==> src/rtl/divider_pkg.sv <==
// -----------------------------------------------------------------------------
// divider_pkg
//   Shared definitions for the multi-cycle integer divider that sits beside
//   the ALU in the execute stage.
//
//   div_op_e    : operation select carried on the divider's signed_op input
//                 (OP_DIVU = unsigned divide, OP_DIVS = signed divide).
//   div_state_e : divider FSM state encoding (IDLE, ITERATE, FIXUP).
// -----------------------------------------------------------------------------
package divider_pkg;

  // Operation select, matching the one-bit signed_op input of the divider.
  typedef enum logic {
    OP_DIVU = 1'b0,
    OP_DIVS = 1'b1
  } div_op_e;

  // Divider sequencing states.
  typedef enum logic [1:0] {
    DIV_IDLE    = 2'd0,
    DIV_ITERATE = 2'd1,
    DIV_FIXUP   = 2'd2
  } div_state_e;

endpackage : divider_pkg

==> src/rtl/divider.sv <==
// -----------------------------------------------------------------------------
// divider
//   Multi-cycle WIDTH-bit integer divider (DIVU / DIVS), one radix-2 restoring
//   step per clock. A start seen in IDLE captures the operands; ITERATE runs
//   WIDTH steps on the operand magnitudes; FIXUP applies the signs, writes the
//   registered results and flags, and pulses done. Divide-by-zero skips
//   ITERATE and goes straight to FIXUP.
//
// Ports
//   clock       in   rising-edge clock
//   reset       in   asynchronous, active-low; clears all state and outputs
//   start       in   request a divide; only honoured in IDLE
//   signed_op   in   1 = DIVS, 0 = DIVU; captured with start
//   dividend    in   numerator; captured with start
//   divisor     in   denominator; captured with start
//   busy        out  high from the start edge until the done edge
//   done        out  one-cycle pulse; results valid from this cycle on
//   quotient    out  registered quotient, held until the next done
//   remainder   out  registered remainder, held until the next done
//   zero_out    out  quotient == 0
//   neg_out     out  quotient sign bit
//   over_out    out  signed overflow (most-negative / -1)
//   div_by_zero out  divisor was zero
// -----------------------------------------------------------------------------
module divider
  import divider_pkg::*;
#(
  parameter int WIDTH = 32
) (
  input  logic             clock,
  input  logic             reset,
  input  logic             start,
  input  logic             signed_op,
  input  logic [WIDTH-1:0] dividend,
  input  logic [WIDTH-1:0] divisor,
  output logic             busy,
  output logic             done,
  output logic [WIDTH-1:0] quotient,
  output logic [WIDTH-1:0] remainder,
  output logic             zero_out,
  output logic             neg_out,
  output logic             over_out,
  output logic             div_by_zero
);

  localparam int CW = (WIDTH > 1) ? $clog2(WIDTH) : 1;
  localparam logic [WIDTH-1:0] MOST_NEG = {1'b1, {(WIDTH-1){1'b0}}};

  div_state_e       state;
  logic [CW-1:0]    step_cnt;
  logic [WIDTH-1:0] part_rem;
  logic [WIDTH-1:0] quo_reg;
  logic [WIDTH-1:0] dsr_mag;
  logic             q_neg;
  logic             r_neg;
  logic             zero_div;
  logic             ovf;

  // Operand sign decode at the start edge.
  logic             is_signed;
  logic             a_neg;
  logic             b_neg;
  logic [WIDTH-1:0] a_mag;
  logic [WIDTH-1:0] b_mag;

  // One restoring step and the final sign fix-up.
  logic [WIDTH:0]   shifted;
  logic [WIDTH:0]   trial;
  logic [WIDTH-1:0] fin_q;
  logic [WIDTH-1:0] fin_r;

  always_comb begin
    is_signed = (signed_op == OP_DIVS);
    a_neg     = is_signed && dividend[WIDTH-1];
    b_neg     = is_signed && divisor[WIDTH-1];
    a_mag     = a_neg ? -dividend : dividend;
    b_mag     = b_neg ? -divisor  : divisor;
  end

  // The trial difference is WIDTH+1 bits so its top bit is the borrow; the
  // shifted partial remainder can exceed WIDTH bits before subtraction.
  always_comb begin
    shifted = {part_rem, quo_reg[WIDTH-1]};
    trial   = shifted - {1'b0, dsr_mag};
  end

  // On a zero divide quo_reg holds the raw dividend, returned as remainder.
  // Most-negative / -1 needs no special path: the magnitude quotient
  // negates back to most-negative and the remainder is already zero.
  always_comb begin
    fin_q = '0;
    fin_r = '0;
    if (zero_div) begin
      fin_q = '1;
      fin_r = quo_reg;
    end else begin
      fin_q = q_neg ? -quo_reg  : quo_reg;
      fin_r = r_neg ? -part_rem : part_rem;
    end
  end

  always_ff @(posedge clock or negedge reset) begin
    if (!reset) begin
      state       <= DIV_IDLE;
      step_cnt    <= '0;
      part_rem    <= '0;
      quo_reg     <= '0;
      dsr_mag     <= '0;
      q_neg       <= 1'b0;
      r_neg       <= 1'b0;
      zero_div    <= 1'b0;
      ovf         <= 1'b0;
      busy        <= 1'b0;
      done        <= 1'b0;
      quotient    <= '0;
      remainder   <= '0;
      zero_out    <= 1'b0;
      neg_out     <= 1'b0;
      over_out    <= 1'b0;
      div_by_zero <= 1'b0;
    end else begin
      case (state)
        DIV_IDLE: begin
          done <= 1'b0;
          if (start) begin
            busy     <= 1'b1;
            q_neg    <= a_neg ^ b_neg;
            r_neg    <= a_neg;
            ovf      <= is_signed && (dividend == MOST_NEG) && (&divisor);
            part_rem <= '0;
            dsr_mag  <= b_mag;
            step_cnt <= CW'(WIDTH - 1);
            if (divisor == '0) begin
              zero_div <= 1'b1;
              quo_reg  <= dividend;
              state    <= DIV_FIXUP;
            end else begin
              zero_div <= 1'b0;
              quo_reg  <= a_mag;
              state    <= DIV_ITERATE;
            end
          end
        end

        DIV_ITERATE: begin
          // Quotient bits shift into quo_reg as dividend bits shift out.
          if (!trial[WIDTH]) begin
            part_rem <= trial[WIDTH-1:0];
            quo_reg  <= {quo_reg[WIDTH-2:0], 1'b1};
          end else begin
            part_rem <= shifted[WIDTH-1:0];
            quo_reg  <= {quo_reg[WIDTH-2:0], 1'b0};
          end
          if (step_cnt == '0) begin
            state <= DIV_FIXUP;
          end else begin
            step_cnt <= step_cnt - CW'(1);
          end
        end

        DIV_FIXUP: begin
          quotient    <= fin_q;
          remainder   <= fin_r;
          zero_out    <= (fin_q == '0);
          neg_out     <= fin_q[WIDTH-1];
          over_out    <= ovf;
          div_by_zero <= zero_div;
          done        <= 1'b1;
          busy        <= 1'b0;
          state       <= DIV_IDLE;
        end

        default: begin
          state <= DIV_IDLE;
        end
      endcase
    end
  end

endmodule : divider

==> config.mk <==
export PLATFORM = sky130hd
export DESIGN_NAME = divider
export DESIGN_NICKNAME = d
export VERILOG_FILES = /design/src/rtl/divider_pkg.sv /design/src/rtl/divider.sv
export SDC_FILE = /design/constraint.sdc
export NUM_CORES = 1
export LEC_CHECK = 0
export BUFFER_PORTS_ARGS = -buffer_cell sky130_fd_sc_hd__clkbuf_2
export CORE_UTILIZATION = 50
export CTS_BUF_LIST = sky130_fd_sc_hd__clkbuf_2 sky130_fd_sc_hd__clkbuf_4 sky130_fd_sc_hd__clkbuf_8
export DETAILED_ROUTE_END_ITERATION = 10
export GPL_TIMING_DRIVEN = 0
export PLACE_DENSITY = 0.67
export SLEW_MARGIN = 40
export SYNTH_ARGS = -nofsm -noshare
export SYNTH_HDL_FRONTEND = slang
export SYNTH_SLANG_ARGS = --single-unit
==> constraint.sdc <==
create_clock -name clock -period 3.8 [get_ports clock]
set_clock_uncertainty 0.15 [all_clocks]
set_input_delay 0.76 -clock clock [delete_from_list [all_inputs] [get_ports clock]]
set_output_delay 0.76 -clock clock [all_outputs]
set_load 0.01 [all_outputs]
==> flow_summary.json, run 1 <==
{
  "syn2layout_area_growth_pct": 13.4,
  "cts_root_buf": "clkbuf_8",
  "crit_path_top_delay_cell": "dfrtp_1",
  "cap_viol_max_count": 0,
  "ys_seq_area_share_pct": 36.7,
  "required_ns": 3.99,
  "syn_area_um2": 12000,
  "grt_max_degree": 69,
  "maxSlewViolCount": 0,
  "path_class": "register to register",
  "crit_buf_inv": 2,
  "drt_iter0_drc": 977,
  "ys_warn_count": 0,
  "r2r-start": "quo_reg[31]",
  "r2r-end": "part_rem[3]",
  "cts_buffers": 17,
  "path_common_cell": "a21oi_2",
  "clock-sinks": 176,
  "crit_arrival_ns": 3.84,
  "outcome": "finished, final reports clean",
  "period_share_pct": 96.1,
  "core-area_um2": 23500,
  "die_y_um": 157,
  "drt-pass1-iter-count": 5,
  "p_leak_uw": 0.00598,
  "grtUsageTotal_pct": 31.2,
  "setup_viol": 0,
  "rows": 56,
  "grt_pass1_wl_mm": 58.8,
  "synthFlopType": "dfrtp_1",
  "crit_start": "quo_reg[31]",
  "vias": 11446,
  "rsz0062_at_grt": "no",
  "synth_common_cells": "nand2_1 (231), dfrtp_1 (176), o21ai_0 (162), nor2_1 (104), a21oi_1 (94)",
  "netlist-cell-type-count": 78,
  "slowest_delay_ns": 0.45,
  "hold_viol": 0,
  "antenna_found_initial": 0,
  "clkSlewWorstSetupHoldPaths_ns": 0.13,
  "final_antenna_net_count": 0,
  "tightest_slew_ns": 0.779,
  "setup.worst_path.start_class": "register",
  "n_antenna_cell": 0,
  "drive_above_1_share_pct": 13.3,
  "synth_edf_count": 0,
  "cp.depth": 13,
  "synth_fp_nets": 1563,
  "ys_seq_elements": 176,
  "dp.final_hpwl_mm": 29.4,
  "hp-class": "primary input to asynchronous set/reset pin",
  "period_needed_ns": 3.65,
  "power_density_nw_per_um2": 986,
  "ir_drop_mv": 0.379,
  "total_power_uw": 13400,
  "synth_top_area_share_pct": 36.7,
  "htreeDepth": 4,
  "dieArea_um2": 24600,
  "ios": 138,
  "crit_path_end": "part_rem[3]",
  "die_w_um": 157,
  "path_delay_family": "compound AO/OA/AOI/OAI gates",
  "fmaxAchievable_ghz": 0.274,
  "grt_overflow": 0,
  "drt-total-wl_mm": 37.6,
  "clock_latency_ns": 0.50,
  "maxSlewHeadroom_pct": 47.6,
  "via_per_inst": 5.88,
  "cp_max_fo": 10,
  "cp_cell_sequence": "inv_1, ha_1, fa_1, nand2b_1, a21oi_2, o211ai_1, o21ai_2, o21a_2, a21oi_2, o311ai_4, buf_4, mux2i_1, o21ai_0",
  "cts_buffer_depth": 2,
  "nNetsFinal": 1725,
  "synth.area.top_cells": "dfrtp_1 (37%), nand2_1 (7.2%), o21ai_0 (6.8%)",
  "cp-end-kind": "register",
  "grt_pass1_vias": 10597,
  "hold_slack_ns": 0.0856,
  "wl_per_cell_um": 19.3,
  "async_flop_share_pct": 100,
  "avgSynthCellArea_um2": 8.24,
  "place.port_buffers": 137,
  "start_util_pct": 51.1,
  "r2r_cells": 13,
  "synth_area_leader_cell": "dfrtp_1",
  "synth_most_common_cell": "nand2_1",
  "synthCells": 1455,
  "place_congestion": 0.926,
  "drc": 0,
  "reg2reg_slack_ns": 0.15,
  "cts_tree": "built"
}
-- layer usage --
layer	up-vias	routed length (µm)	track usage, %
met5	-	0	0
met3	61	3140	4.93
li1	5445	-	-
met4	0	826	8.68
met1	5460	17500	45.6
met2	480	16100	47.5
-- worst min path at each step --
stage / from / to / slack (ns) / cells past startpoint
finish: reset / quotient[14] / 0.09 / 1
global route: reset / quotient[14] / 0.12 / 1
CTS: reset / quotient[14] / 0.11 / 1
detailed placement: remainder[8] / remainder[8] / 0.31 / 2
global placement: remainder[7] / remainder[7] / 0.31 / 2
floorplan: ovf / over_out / 0.29 / 2
-- cell usage in the layout (no fill, tap or decap), drive strengths merged, types with 23 or more instances in the layout --
master / count
xnor2: 64
xor2: 86
clkbuf: 227
mux2i: 32
buf: 23
inv: 60
a22oi: 23
nand2: 231
a21oi: 95
nor2: 104
nand4: 25
dfrtp: 176
ha: 39
o21ai: 174
nor3: 26
o31ai: 30
-- through the flow --
stage               utilization [%]  setup TNS, ns  cell area [µm²]  instances  worst slack [ns]
floorplan                         -              0            12000       1455             0.714
global placement               55.7        -260.44            13100       1911             -1.50
detailed placement             56.1         -0.600            13200       1913           -0.0692
CTS                            57.8              0            13600       1944            0.0141
global route                   57.9              0            13600       1948            0.0284
finish                         57.9              0            13600       1948             0.149
-- report_power, final --
part           leakage [µW]  switching [µW]  internal [µW]
sequential          0.00215             920           2720
combinational       0.00363            5080           3330
clock              0.000203             818            548
-- kinds of logic (layout without fill, tap and decap cells) --
| family | after synthesis | after routing | synth area share (%) |
|---|---|---|---|
| buffers and inverters | 144 | 318 | 4.91 |
| xor gates and xnor gates | 150 | 150 | 11.0 |
| and+or+nand+nor | 500 | 500 | 19.7 |
| muxes | 32 | 32 | 2.67 |
| adders and majority gates | 40 | 40 | 4.23 |
| DFF | 176 | 176 | 36.7 |
| AOI/OAI and AO/OA | 413 | 413 | 20.8 |
-- area by class of cell --
type / instances / area, µm²
flip-flops and latches: 176 / 4400
fillers: 2210 / 9870
well taps: 319 / 399
plain buffers: 90 / 387
inverters: 54 / 203
multi-input cells: 1135 / 7030
clock inverters: 14 / 163
clock buffers: 17 / 234
repair buffers: 143 / 779
-- worst reg2reg max path: cells and delay by family, from the launching register on --
kind / cells / cell delay (ns)
AOI/OAI and AO/OA: 7 / 1.36
adders and majority gates: 2 / 0.66
buffers and inverters: 2 / 0.46
DFF: 1 / 0.45
muxes: 1 / 0.21
and+or+nand+nor: 1 / 0.22
-- what timing repair did --
item,4_1_cts,5_1_grt
setup buffers,0,4
resized for setup,2,3
hold buffers,0,0
pin swaps,0,1
endpoints found under the setup margin,22,32
Note: power is estimated with default switching activity, not from simulation.
==> inputs of run 2 (changes only) <==
--- a/config.mk
+++ b/config.mk
@@ -10,7 +10,7 @@
 export CTS_BUF_LIST = sky130_fd_sc_hd__clkbuf_2 sky130_fd_sc_hd__clkbuf_4 sky130_fd_sc_hd__clkbuf_8
 export DETAILED_ROUTE_END_ITERATION = 10
 export GPL_TIMING_DRIVEN = 0
-export PLACE_DENSITY = 0.67
+export PLACE_DENSITY = 0.7
 export SLEW_MARGIN = 40
 export SYNTH_ARGS = -nofsm -noshare
 export SYNTH_HDL_FRONTEND = slang
==> constraint.sdc (replaced) <==
create_clock -name clock -period 3.1 [get_ports clock]
set_clock_uncertainty 0.15 [all_clocks]
set_input_delay 0.62 -clock clock [delete_from_list [all_inputs] [get_ports clock]]
set_output_delay 0.62 -clock clock [all_outputs]
set_load 0.01 [all_outputs]
==> flow_summary.json, run 2 (synthesized netlist as in run 1, its figures left out) <==
{
  "cts_buffers": 17,
  "die_w_um": 157,
  "final_common_cell": "nand2_1",
  "ios": 138,
  "drt-pass1-iter-count": 6,
  "via_per_inst": 5.95,
  "clock-sinks": 176,
  "period_needed_ns": 3.28,
  "final_cells": 1981,
  "preCtsSetupSlack_ns": -0.753,
  "setup_viol": 33,
  "rows": 56,
  "wl_per_cell_um": 19.7,
  "r2r-start": "quo_reg[31]",
  "hold_viol": 0,
  "drive_above_1_share_pct": 18.1,
  "hold_slack_ns": 0.284,
  "cap_viol_max_count": 0,
  "grt_pass1_wl_mm": 59.7,
  "period_share_pct": 106,
  "fin_ws_ns": -0.176,
  "grt_overflow": 0,
  "cp-end-kind": "register",
  "maxSlewHeadroom_pct": 46.0,
  "crit_start": "quo_reg[31]",
  "setup_tns_ns": -3.95,
  "antenna_found_initial": 0,
  "tightest_slew_ns": 0.809,
  "outcome": "finished with violations",
  "dp.final_hpwl_mm": 29.4,
  "clock_latency_ns": 0.50,
  "path_class": "register to register",
  "vias": 11790,
  "start_util_pct": 51.1,
  "total_power_uw": 17900,
  "grt_pass1_vias": 10980,
  "dp_cells": 1914,
  "place_congestion": 0.955,
  "maxSlewViolCount": 0,
  "ir_drop_mv": 0.483,
  "grt_max_degree": 67,
  "rsz0062_at_grt": "yes",
  "crit_arrival_ns": 3.51,
  "fmaxAchievable_ghz": 0.305,
  "worstHoldStart": "dividend[4]",
  "clkSlewWorstSetupHoldPaths_ns": 0.12,
  "cts_buffer_depth": 2,
  "required_ns": 3.33,
  "grtUsageTotal_pct": 32.0,
  "final_antenna_net_count": 0,
  "p_leak_uw": 0.00625,
  "drt-total-wl_mm": 39.1,
  "core-area_um2": 23500,
  "n_antenna_cell": 0,
  "htreeDepth": 4,
  "hp-class": "primary input to register",
  "dieArea_um2": 24600,
  "layout_common_cells": "nand2_1 (230), dfrtp_1 (167), o21ai_0 (141)",
  "die_y_um": 157,
  "syn2layout_area_growth_pct": 18.7,
  "drt_iter0_drc": 1159,
  "power_density_nw_per_um2": 1250,
  "nNetsFinal": 1757,
  "cts_tree": "built",
  "place.port_buffers": 137,
  "cp_max_fo": 7,
  "setup.worst_path.start_class": "register",
  "violations": "setup timing",
  "cts_root_buf": "clkbuf_8",
  "drc": 0
}
[run 2: cell count changes in the layout (fill, tap and decap cells not counted), moves of 6 or more]
cell	delta
buf_4	+27
clkbuf_1	-6
dfrtp_1	-9
dfrtp_2	+9
ha_1	-8
o21ai_0	-20
o21ai_1	+20
[run 2: layer usage]
metal  wire (µm)  global-route usage, %
met1       17100                   44.8
met2       17300                   48.2
met3        3460                   6.64
met4        1250                   12.7
met5           0                      0
[run 2: area by class of cell]
cell class	count	area, µm²
Sequential cell	176	4420
Clock buffer	18	248
Multi-Input combinational cell	1135	7270
Buffer	85	402
Tap cell	319	399
Inverter	54	203
Clock inverter	14	169
Timing Repair Buffer	180	1130
Fill cell	2103	9230
[run 2: worst max-delay path: stages, from the launching register on]
cell,delay [ns]
dfrtp_1,0.38
inv_2,0.09
ha_4,0.17
fa_2,0.36
nand2b_4,0.17
a21oi_4,0.14
o211ai_1,0.13
o21ai_2,0.14
o21a_2,0.26
a21oi_4,0.08
o311ai_4,0.40
buf_6,0.23
buf_12,0.14
nor3_2,0.04
a221o_1,0.27
[run 2: worst paths after layout]
kind | endpoint | slack, ns | cells past startpoint
min | quo_reg[4] | 0.28 | 3
max | part_rem[1] | -0.18 | 14
max in group asynchronous | part_rem[14] | 1.34 | 5
max reg2reg | part_rem[1] | -0.18 | 14
min reg2reg | dsr_mag[26] | 0.34 | 2
min in group asynchronous | quotient[8] | 0.52 | 3
[run 2: power by group]
part	switching (µW)	leakage (µW)	total [µW]	internal, µW
Combinational	6710	0.00390	11700	4970
Sequential	1130	0.00214	4480	3350
Clock	1050	0.000209	1690	639
Total	8890	0.00625	17900	8960
[run 2: per-stage QoR]
stage	util, %	area, µm²
floorplan	-	12000
global route	60.7	14200
global placement	55.7	13100
detailed placement	56.1	13200
finish	60.7	14200
CTS	59.3	13900
[run 2: timing repair]
action                                 CTS  global route
cloned                                   1             2
setup buffers                           15            21
setup endpoints to repair               47            53
pin swaps                               14            20
gates resized for setup                 65            40
hold buffers                             1             0
endpoints found under the hold margin   65             0
==> inputs of run 3 (changes only) <==
==> constraint.sdc (replaced) <==
create_clock -name clock -period 3 [get_ports clock]
set_clock_uncertainty 0.15 [all_clocks]
set_input_delay 0.6 -clock clock [delete_from_list [all_inputs] [get_ports clock]]
set_output_delay 0.6 -clock clock [all_outputs]
set_load 0.01 [all_outputs]
==> flow_summary.json, run 3 (synthesized netlist as in run 1, its figures left out) <==
{
  "place_congestion": 0.938,
  "path_delay_family": "simple AND/OR/NAND/NOR gates",
  "final_common_cell": "nand2_1",
  "drt-pass1-iter-count": 5,
  "wl_per_cell_um": 19.5,
  "crit_start": "quo_reg[25]",
  "total_power_uw": 18800,
  "cts_root_buf": "clkbuf_8",
  "min_path_cells": 3,
  "rows": 56,
  "antenna_found_initial": 1,
  "r2r-end": "zero_out",
  "power_density_nw_per_um2": 1300,
  "hp-class": "primary input to register",
  "clock_latency_ns": 0.49,
  "grt_pass1_wl_mm": 59.9,
  "layout_common_cells": "nand2_1 (231), dfrtp_1 (156), o21ai_0 (138)",
  "period_needed_ns": 3.15,
  "syn2layout_area_growth_pct": 20.2,
  "power.switching_uw": 9300,
  "htreeDepth": 4,
  "clkSlewWorstSetupHoldPaths_ns": 0.11,
  "fmaxAchievable_ghz": 0.317,
  "grt_pass1_vias": 10834,
  "violations": "setup timing",
  "maxSlewViolCount": 0,
  "drive_above_1_share_pct": 20.0,
  "crit_path_top_delay_cell": "or4_4",
  "cts_tree": "built",
  "p_leak_uw": 0.00624,
  "dp.final_hpwl_mm": 28.9,
  "ir_drop_mv": 0.541,
  "dieArea_um2": 24600,
  "required_ns": 3.28,
  "maxSlewHeadroom_pct": 45.4,
  "dp_cells": 1913,
  "cp-end-kind": "register",
  "cts_buffer_depth": 2,
  "setup_viol": 34,
  "reg2reg_slack_ns": -0.15,
  "grtUsageTotal_pct": 31.8,
  "nNetsFinal": 1760,
  "path_class": "register to register",
  "grt_max_degree": 65,
  "die_w_um": 157,
  "final_antenna_net_count": 0,
  "preCtsSetupSlack_ns": -0.727,
  "cp_max_fo": 5,
  "r2r-start": "quo_reg[25]",
  "r2r_cells": 8,
  "ios": 138,
  "path_common_cell": "or4_4",
  "cap_viol_max_count": 0,
  "clock-sinks": 176,
  "final_cells": 1984,
  "cp.depth": 8,
  "period_share_pct": 105,
  "crit_buf_inv": 0,
  "crit_arrival_ns": 3.43,
  "start_util_pct": 51.1,
  "cts_buffers": 17,
  "design_area_um2": 14400,
  "die_y_um": 157,
  "tightest_slew_ns": 0.820,
  "rsz0062_at_grt": "yes",
  "min_to": "dsr_mag[31]",
  "power_frac_comb_pct": 66.4,
  "hold_slack_ns": 0.276,
  "p_int_uw": 9490,
  "setup.worst_path.start_class": "register",
  "drt_iter0_drc": 1060,
  "placed_cell_area_um2": 13200,
  "fin_ws_ns": -0.151,
  "outcome": "finished with violations",
  "place.port_buffers": 137,
  "vias": 11751,
  "drt-total-wl_mm": 38.8,
  "power_frac_clock_pct": 9.0,
  "via_per_inst": 5.92,
  "core-area_um2": 23500,
  "fill_cells": 2040,
  "grt_overflow": 0,
  "hold_viol": 0,
  "drc": 0,
  "sequentialPowerShare_pct": 24.6,
  "worstHoldStart": "divisor[31]",
  "n_antenna_cell": 0,
  "cp_cell_sequence": "or4_4, or2_4, or4_4, o31ai_2, xnor2_1, nand4_1, nor4_2, a32o_2",
  "slowest_delay_ns": 0.56,
  "switching_share_pct": 49.5
}
run 3: worst min-delay path: stages:
cell	delay [ns]
clkbuf_2	0.15
nand2_1	0.07
o21ai_0	0.07
run 3: through the flow:
step / setup TNS [ns] / utilization (%)
6_report: -2.69 / 61.4
5_1_grt: -6.04 / 61.4
4_1_cts: -0.686 / 60.1
3_5_place_dp: -33.89 / 56.2
3_3_place_gp: -396.17 / 55.9
2_1_floorplan: -0.363 / -
run 3: final cells by class:
class / instances / area (µm²) / share of cell area (%)
Buffer: 85 / 398 / 2.76
Clock buffer: 18 / 248 / 1.72
Clock inverter: 14 / 141 / 0.981
Inverter: 54 / 205 / 1.42
Multi-Input combinational cell: 1135 / 7430 / 51.6
Sequential cell: 176 / 4430 / 30.7
Tap cell: 319 / 399 / 2.77
Timing Repair Buffer: 183 / 1160 / 8.06
run 3: power by group through the flow:
stage                     clock, µW  sequential [µW]  combinational, µW
after global routing           1770             4710              13600
after global placement            0             4570              10100
after detailed placement          0             4590              10300
after CTS                      1680             4540              11700
after floorplan                   0             4380               7430
final                          1690             4630              12500
run 3: worst max-delay path by stage:
| stage | to | slack (ns) |
|---|---|---|
| 2_1_floorplan | part_rem[9] | -0.04 |
| 3_3_place_gp | dsr_mag[22] | -2.11 |
| 3_5_place_dp | part_rem[8] | -0.73 |
| 4_1_cts | part_rem[8] | -0.05 |
| 5_1_grt | zero_out | -0.24 |
| 6_report | zero_out | -0.15 |
run 3: timing repair:
item	4_1_cts	5_1_grt
hold buffers	1	0
gates resized for setup	92	44
hold endpoints to repair	57	0
setup buffers	27	13
pin swaps	27	17
gates cloned	2	1
setup endpoints to repair	44	54
run 3: per-layer routing:
layer  GRT usage (%)  wire, µm  vias to the layer above
met5               0        56                        -
met4            10.1      1020                        2
met3            4.43      3250                       71
met2            47.6     16700                      516
met1            47.1     17700                     5634
li1                -         -                     5528
